`config.mk`:
```
export PLATFORM = sky130hd
export DESIGN_NAME = pipe_stage_elastic_flat
export DESIGN_NICKNAME = d
export VERILOG_FILES = /design/src/rtl/pipe_stage_elastic_if.sv /design/src/rtl/pipe_stage_elastic.sv /design/src/flat_wrapper.sv
export SDC_FILE = /design/constraint.sdc
export NUM_CORES = 1
export LEC_CHECK = 0
export CORE_MARGIN = 5
export CORE_UTILIZATION = 56
export CTS_BUF_LIST = sky130_fd_sc_hd__clkbuf_8 sky130_fd_sc_hd__clkbuf_16
export DETAILED_ROUTE_END_ITERATION = 7
export MAX_ROUTING_LAYER = met4
export PLACE_DENSITY = 0.91
export REMOVE_ABC_BUFFERS = 1
export SKIP_LAST_GASP = 1
export SYNTH_ARGS = -nofsm -noshare
export SYNTH_HDL_FRONTEND = slang
export SYNTH_SLANG_ARGS = --single-unit
```
`constraint.sdc`:
```
create_clock -name cpu_clk -period 7.8 [get_ports cpu_clk]
set_input_delay 1.95 -clock cpu_clk [delete_from_list [all_inputs] [get_ports cpu_clk]]
set_output_delay 1.95 -clock cpu_clk [all_outputs]
set_load 0.01 [all_outputs]
```
`src/rtl/pipe_stage_elastic_if.sv`:
```
`default_nettype none
// ============================================================================
// Module   : pipe_stage_elastic_if
// Purpose  : upstream/downstream valid-ready handshake bundle for one stage
// Revision : 1.0
// ============================================================================
interface pipe_stage_elastic_if #(
  parameter int DATA_W = 32,
  parameter int CTRL_W = 16
);
  logic              in_valid;
  logic              in_ready;
  logic [DATA_W-1:0] in_data;
  logic [CTRL_W-1:0] in_ctrl;
  logic              out_valid;
  logic              out_ready;
  logic [DATA_W-1:0] out_data;
  logic [CTRL_W-1:0] out_ctrl;

  // slave = the pipeline stage itself, master = the surrounding pipeline
  modport slave (
    input  in_valid, in_data, in_ctrl, out_ready,
    output in_ready, out_valid, out_data, out_ctrl
  );

  modport master (
    output in_valid, in_data, in_ctrl, out_ready,
    input  in_ready, out_valid, out_data, out_ctrl
  );
endinterface
`default_nettype wire

```
`src/rtl/pipe_stage_elastic.sv`:
```
`default_nettype none
// ============================================================================
// Module   : pipe_stage_elastic
// Purpose  : generic valid/ready pipeline register with optional skid entry,
//            flush with bubble zeroing and saturating stall/bubble counters
// Revision : 1.0
// ============================================================================
module pipe_stage_elastic #(
  parameter int DATA_W = 32,
  parameter int CTRL_W = 16,
  parameter int SKID   = 1,
  parameter int CNT_W  = 16
) (
  input  wire logic           cpu_clk,
  input  wire logic           reset,
  input  wire logic           flush,
  input  wire logic           clr_cnt,
  pipe_stage_elastic_if.slave bus,
  output logic [1:0]          occupancy,
  output logic [CNT_W-1:0]    stall_cnt,
  output logic [CNT_W-1:0]    bubble_cnt
);
  localparam int               c_pay_w   = DATA_W + CTRL_W;
  localparam logic [CNT_W-1:0] c_cnt_max = {CNT_W{1'b1}};

  typedef enum logic [1:0] {
    ST_EMPTY = 2'd0,
    ST_FULL  = 2'd1,
    ST_SKID  = 2'd2
  } state_t;

  state_t             r_state;
  state_t             w_state_nxt;
  logic [c_pay_w-1:0] r_main;
  logic [c_pay_w-1:0] w_main_nxt;
  logic [c_pay_w-1:0] r_skid;
  logic [c_pay_w-1:0] w_skid_nxt;
  logic [CNT_W-1:0]   r_stall_cnt;
  logic [CNT_W-1:0]   r_bubble_cnt;
  logic               w_in_ready;
  logic               w_out_valid;
  logic               w_accept;
  logic               w_emit;

  assign w_out_valid = (r_state != ST_EMPTY);
  assign w_accept    = bus.in_valid & w_in_ready;
  assign w_emit      = w_out_valid & bus.out_ready;

  generate
    if (SKID != 0) begin : g_skid_ready
      // Registered ready breaks the out_ready -> in_ready timing path
      logic r_in_ready;
      always_ff @(posedge cpu_clk or posedge reset) begin
        if (reset) r_in_ready <= 1'b1;
        else       r_in_ready <= (w_state_nxt != ST_SKID);
      end
      assign w_in_ready = r_in_ready;
    end else begin : g_comb_ready
      assign w_in_ready = !w_out_valid || bus.out_ready;
    end
  endgenerate

  always_comb begin
    w_state_nxt = r_state;
    w_main_nxt  = r_main;
    w_skid_nxt  = r_skid;
    if (flush) begin
      w_state_nxt = ST_EMPTY;
      w_main_nxt  = '0;
      w_skid_nxt  = '0;
    end else begin
      case (r_state)
        ST_EMPTY: begin
          if (w_accept) begin
            w_state_nxt = ST_FULL;
            w_main_nxt  = {bus.in_data, bus.in_ctrl};
          end
        end
        ST_FULL: begin
          case ({w_accept, w_emit})
            2'b11: w_main_nxt = {bus.in_data, bus.in_ctrl};
            2'b10: begin
              w_state_nxt = ST_SKID;
              w_skid_nxt  = {bus.in_data, bus.in_ctrl};
            end
            2'b01: begin
              w_state_nxt = ST_EMPTY;
              w_main_nxt  = '0;
            end
            default: ;
          endcase
        end
        ST_SKID: begin
          if (w_emit) begin
            w_state_nxt = ST_FULL;
            w_main_nxt  = r_skid;
            w_skid_nxt  = '0;
          end
        end
        default: begin
          w_state_nxt = ST_EMPTY;
          w_main_nxt  = '0;
          w_skid_nxt  = '0;
        end
      endcase
    end
  end

  always_ff @(posedge cpu_clk or posedge reset) begin
    if (reset) begin
      r_state <= ST_EMPTY;
      r_main  <= '0;
      r_skid  <= '0;
    end else begin
      r_state <= w_state_nxt;
      r_main  <= w_main_nxt;
      r_skid  <= w_skid_nxt;
    end
  end

  // Counters observe the registered out_valid; flush deliberately leaves them alone
  always_ff @(posedge cpu_clk or posedge reset) begin
    if (reset) begin
      r_stall_cnt  <= '0;
      r_bubble_cnt <= '0;
    end else if (clr_cnt) begin
      r_stall_cnt  <= '0;
      r_bubble_cnt <= '0;
    end else begin
      if (w_out_valid && !bus.out_ready && (r_stall_cnt != c_cnt_max))
        r_stall_cnt <= r_stall_cnt + 1'b1;
      if (!w_out_valid && (r_bubble_cnt != c_cnt_max))
        r_bubble_cnt <= r_bubble_cnt + 1'b1;
    end
  end

  always_comb begin
    case (r_state)
      ST_FULL: occupancy = 2'd1;
      ST_SKID: occupancy = 2'd2;
      default: occupancy = 2'd0;
    endcase
  end

  assign bus.in_ready                 = w_in_ready;
  assign bus.out_valid                = w_out_valid;
  assign {bus.out_data, bus.out_ctrl} = r_main;
  assign stall_cnt                    = r_stall_cnt;
  assign bubble_cnt                   = r_bubble_cnt;

endmodule
`default_nettype wire

```
`src/flat_wrapper.sv`:
```
// flat-port wrapper written by rule: the top's interface ports become plain ports
module pipe_stage_elastic_flat 
#(
  parameter int DATA_W = 32,
  parameter int CTRL_W = 16,
  parameter int SKID   = 1,
  parameter int CNT_W  = 16
)
  (cpu_clk, reset, flush, clr_cnt, occupancy, stall_cnt, bubble_cnt, bus_in_valid, bus_in_data, bus_in_ctrl, bus_out_ready, bus_in_ready, bus_out_valid, bus_out_data, bus_out_ctrl);
  pipe_stage_elastic_if #(.DATA_W(DATA_W), .CTRL_W(CTRL_W)) bus_i ();
  input  wire logic cpu_clk;
  input  wire logic reset;
  input  wire logic flush;
  input  wire logic clr_cnt;
  output logic [1:0] occupancy;
  output logic [CNT_W-1:0] stall_cnt;
  output logic [CNT_W-1:0] bubble_cnt;
  input wire logic [$bits(bus_i.in_valid)-1:0] bus_in_valid;
  input wire logic [$bits(bus_i.in_data)-1:0] bus_in_data;
  input wire logic [$bits(bus_i.in_ctrl)-1:0] bus_in_ctrl;
  input wire logic [$bits(bus_i.out_ready)-1:0] bus_out_ready;
  output wire logic [$bits(bus_i.in_ready)-1:0] bus_in_ready;
  output wire logic [$bits(bus_i.out_valid)-1:0] bus_out_valid;
  output wire logic [$bits(bus_i.out_data)-1:0] bus_out_data;
  output wire logic [$bits(bus_i.out_ctrl)-1:0] bus_out_ctrl;
  assign bus_i.in_valid = bus_in_valid;
  assign bus_i.in_data = bus_in_data;
  assign bus_i.in_ctrl = bus_in_ctrl;
  assign bus_i.out_ready = bus_out_ready;
  assign bus_in_ready = bus_i.in_ready;
  assign bus_out_valid = bus_i.out_valid;
  assign bus_out_data = bus_i.out_data;
  assign bus_out_ctrl = bus_i.out_ctrl;
  pipe_stage_elastic #(.DATA_W(DATA_W), .CTRL_W(CTRL_W), .SKID(SKID), .CNT_W(CNT_W)) u_core (.cpu_clk(cpu_clk), .reset(reset), .flush(flush), .clr_cnt(clr_cnt), .bus(bus_i), .occupancy(occupancy), .stall_cnt(stall_cnt), .bubble_cnt(bubble_cnt));
endmodule
```
======== Word-level counts from Yosys, hierarchy flattened ========
Index checks and enable logic that the tools add are counted.
cells by class
  mux-type cells .......................... 19
  reduce and logical (&&, ||, !) cells .... 11
  equal/unequal tests ..................... 13
  bitwise gates (word level) .............. 2
  add/subtract/negate cells ............... 2
operators by type and width
  kind                                                                   count
  48-bit two-way mux                                                     6
  48-bit case mux with 3 select lines                                    2
  48-bit case mux with 2 select lines                                    1
  16-bit two-way mux                                                     4
  16-bit by 1-bit adder with 16-bit output, second input constant        2
  16-bit != test, second input constant                                  2
  2-bit case mux with 2 select lines                                     2
  2-bit equality test, second input constant                             3
  2-bit two-way mux                                                      3
  3-bit by 2-bit != test with 1-bit output, second input constant        2
  2-bit case mux with 3 select lines                                     1
  3-bit AND reduction                                                    2
  2-bit nonzero test                                                     3
  2-bit by 1-bit equality test with 1-bit output, second input constant  2
  2-bit != test, second input constant                                   2
  4-bit != test, second input constant                                   1
  1-bit logical AND                                                      3
  3-bit != test, second input constant                                   1
  1-bit bitwise AND                                                      2
  1-bit zero test                                                        2
  2-bit zero test                                                        1
word-level totals
  logic and storage cells ................. 53
  bits of input ports ..................... 54
  output and inout bits ................... 84
  bits in registers ....................... 131

======== Longest topological paths before layout ========
  depth in word-level cells ............... 7
  gate-level depth with buffers ........... 11
  gate-level depth less buffers ........... 7

======== Worst setup path after synthesis ========
OpenSTA, ideal clock, no wires.
  kind .................................... in2reg
  start ................................... in bus_out_ready
  end ..................................... reg u_core.r_main[0]
  arrival ................................. 3.410 ns
  data required time ...................... 7.704 ns
  path slack .............................. 4.295 ns
  path buffers ............................ 3
  cell stages on the path ................. 9
  cell sequence ........................... nor2b_1 ha_1 nor3b_1 o311a_1 clkbuf_1 buf_2 buf_1 nand2_1 o31ai_1
on the way
  word-level cells in the longest chain between the ends .. 5
RTL lines
  what                                                                                          RTL line                   source
  start, declared                                                                               flat_wrapper.sv:21         input wire logic [$bits(bus_i.out_ready)-1:0] bus_out_ready;
  1-bit bitwise AND *                                                                           pipe_stage_elastic.sv:47   assign w_emit = w_out_valid & bus.out_ready;
  2-bit by 1-bit equality test with 1-bit output / 2-bit equality test (equally long branches)  pipe_stage_elastic.sv:80   case ({w_accept, w_emit})
  48-bit case mux with 2 select lines                                                           pipe_stage_elastic.sv:80
  48-bit case mux with 3 select lines                                                           pipe_stage_elastic.sv:72   case (r_state)
  48-bit two-way mux                                                                            pipe_stage_elastic.sv:67   if (flush) begin
  end signal, assigned                                                                          pipe_stage_elastic.sv:116  r_main <= w_main_nxt;
  end, declared                                                                                 pipe_stage_elastic.sv:34   logic [c_pay_w-1:0] r_main;
Every way passes the cells marked *; elsewhere a longest branch is shown, timed or not.
A chain may end at the register's enable or synchronous reset.

======== Worst setup path after layout ========
  start ................................... reg u_core.r_state[1]
  end ..................................... out bus_out_valid
on the way
  word-level cells in the longest chain between the ends .. 1
RTL lines
  what                    RTL line                   source
  start, declared         pipe_stage_elastic.sv:32   state_t r_state;
  start signal, assigned  pipe_stage_elastic.sv:115  r_state <= w_state_nxt;
  2-bit nonzero test      pipe_stage_elastic.sv:45   assign w_out_valid = (r_state != ST_EMPTY);
  end, declared           flat_wrapper.sv:23         output wire logic [$bits(bus_i.out_valid)-1:0] bus_out_valid;
Every way passes these cells.

==> results.yml <==
setup_path:
  cp-start-kind: "register"
  cp_max_fo: 38
  cp_data_arrival_time_ps: 2460
  reg2regPathDepth: 7
  cp.required_ps: 5850
  cp-end-kind: "output pin"
  r2r-start: "u_core.r_state[1]"
  reg2reg_to: "u_core.r_main[39]"
  crit_start: "u_core.r_state[1]"
  setup.worst_path.end: "bus_out_valid"
  worstSetupPathType: "reg2out"
  rrSetupSlack_ps: 4600
logic_synthesis:
  syn_area_sq_mm: 0.00668
  synth_edf_count: 0
  ys_seq_elements: 131
  synth.most_common_cell: "dfrtp_1"
  synth_top_cell_by_area: "dfrtp_1"
  synth_cells: 710
  async_flop_share: 1.00
  ys_top_cells_by_area: "dfrtp_1 49%, mux2i_1 11%, o31ai_1 7.1%"
  synth_top_cell_area_share: 0.487
  synthFlopType: "dfrtp_1"
  synth_area_per_cell_sq_um: 9.41
  ys_warn_count: 0
  synth_commonest_cells: "130 x dfrtp_1, 114 x nand2_1, 75 x mux2i_1, 63 x o31ai_1, 56 x inv_1"
  synth.distinct_cells: 41
  ys_seq_area_frac: 0.491
power:
  powerDensity_mw_per_mm2: 205
  finalPower_mw: 1.78
  p_leak_nw: 3.55
  irDropWorstVdd_mv: 0.125
placed_design:
  place_area_sq_mm: 0.00811
  hpwl_mm: 11.6
  gp_congestion: 0.915
  post-place-cells: 947
  pre_cts_ws_ps: 3320
  port_buffers: 137
clocking:
  htree_num_levels: 4
  cts-hold-fix-buffers: 0
  clock_sinks: 131
  clock_latency_ps: 420
  cts.repair.resized: 0
  clk_path_buf_depth: 2
  cts_buffers: 17
  root_buffer: "clkbuf_16"
  clk_pin_slew_worst_paths_ps: 60
  cts_setup_buffers: 0
  cts_tree: "done"
timing:
  finalSetupViolations: 0
  worst_clock_skew_ps: 11.6
  relSlewSlack: 0.176
  min_period_over_period: 0.566
  slew_viol_final: 0
  tns_ps: 0
  rsz0062_at_grt: "false"
  max_freq_mhz: 227
  hold_ws_ps: 478
  final.min_clock_period_ps: 4410
  layout_setup_ws_ps: 3390
  hold_viol_final: 0
  tightestPinTransition_ps: 1230
global_route:
  track_usage: 0.260
  grt_pass1_wl_mm: 29.4
  antenna_found_initial: 1
  grt_pass1_vias: 6074
  grt-ovfl-total: 0
  grt_max_degree: 97
job:
  maxCapViolations: 0
detailed_routing:
  firstDrtPassIters: 7
  post-route-drc-count: 0
  ant_nets: 0
  detail_route.wl_per_cell_microns: 18.3
  drt_iter0_markers: 536
  vias_per_cell: 6.10
  vias: 5979
  totalWireLength_mm: 17.9
cells_and_area:
  nNetsFinal: 880
  drive_above_1_share: 0.0670
  syn_to_final_growth_pct: 30.1
  fin_cells: 980
  post-route-util: 0.751
  fin_area_sq_mm: 0.00868
min_path:
  hold_path_depth: 2
  hold_class: "reg2reg"
floorplan:
  io_pins: 138
  core_sq_mm: 0.0116
  num_rows: 39
  die_y_microns: 119
  die_area_sq_mm: 0.0142
  initial_core_util: 0.577
  die_w_microns: 119
run_status:
  run_status: "complete, no violations"
cell usage in the layout (no fill, tap or decap), types with 2 or more instances in the layout:
cell,instances
clkbuf_16,17
nand2b_1,6
nor4_1,5
and4_1,2
mux2_2,4
clkdlybuf4s50_1,137
o21ai_0,10
nor2b_1,6
or2_2,2
o31ai_1,63
nor4b_1,3
mux2i_1,75
clkinvlp_4,4
or4_1,12
clkinv_4,2
nand3_1,13
a22oi_1,25
dfrtp_1,129
ha_1,3
buf_4,6
inv_6,7
inv_1,55
and3_1,3
a21oi_1,49
nand4_1,9
nor2_1,38
nand2_1,114
nor3_1,3
or3_1,12
critical path, stage by stage (launching register included):
cell             delay (ps)
dfrtp_2                1040
nor2_1                  280
inv_1                   180
clkdlybuf4s50_1         550
logic make-up (layout without fill, tap and decap cells):
group,Yosys count,in the layout,synth area share
buf+inv,105,231,0.0618
fa+ha+maj,3,3,0.00562
other cells,0,1,0
flops,131,131,0.491
compound gates,156,156,0.155
mux,80,80,0.121
simple gates,235,235,0.166
where the power goes:
part / internal [mW] / switching [mW] / total (mW)
registers: 0.721 / 0.0311 / 0.752
clock network: 0.445 / 0.324 / 0.768
logic: 0.124 / 0.134 / 0.257
total: 1.29 / 0.488 / 1.78
how the worst min path moves through the flow:
stage | startpoint | endpoint | slack [ps]
final | u_core.r_main[5] | u_core.r_main[5] | 480
after global routing | u_core.r_main[5] | u_core.r_main[5] | 510
after CTS | u_core.r_main[5] | u_core.r_main[5] | 480
after detailed placement | u_core.r_main[5] | u_core.r_main[5] | 460
after global placement | u_core.r_main[20] | u_core.r_main[20] | 460
after floorplan | u_core.r_skid[11] | u_core.r_skid[11] | 500
area by class of cell:
cell class              count  area [sq um]
fillers                   774          2880
repair buffers            143          1420
clock buffers              17           425
well taps                 143           179
flip-flops and latches    131          3280
diodes                      1          2.50
clock inverters            15           144
inverters                  56           213
multi-input cells         474          3020
registers in the layout, summed over array words and instances, names as in the netlist:
signal / flops
u_core.stall_cnt: 16
u_core.r_state: 2
u_core.r_main: 48
u_core.bubble_cnt: 16
u_core.r_skid: 48
u_core.bus.in_ready: 1
metal layers:
metal / vias up / wire, microns / GRT usage
li1: 2734 / - / -
met1: 2932 / 7360 / 0.313
met5: - / 0 / -
met2: 265 / 9020 / 0.423
met4: 0 / 474 / 0.105
met3: 48 / 1090 / 0.0626
Note: power is estimated with default switching activity, not from simulation.
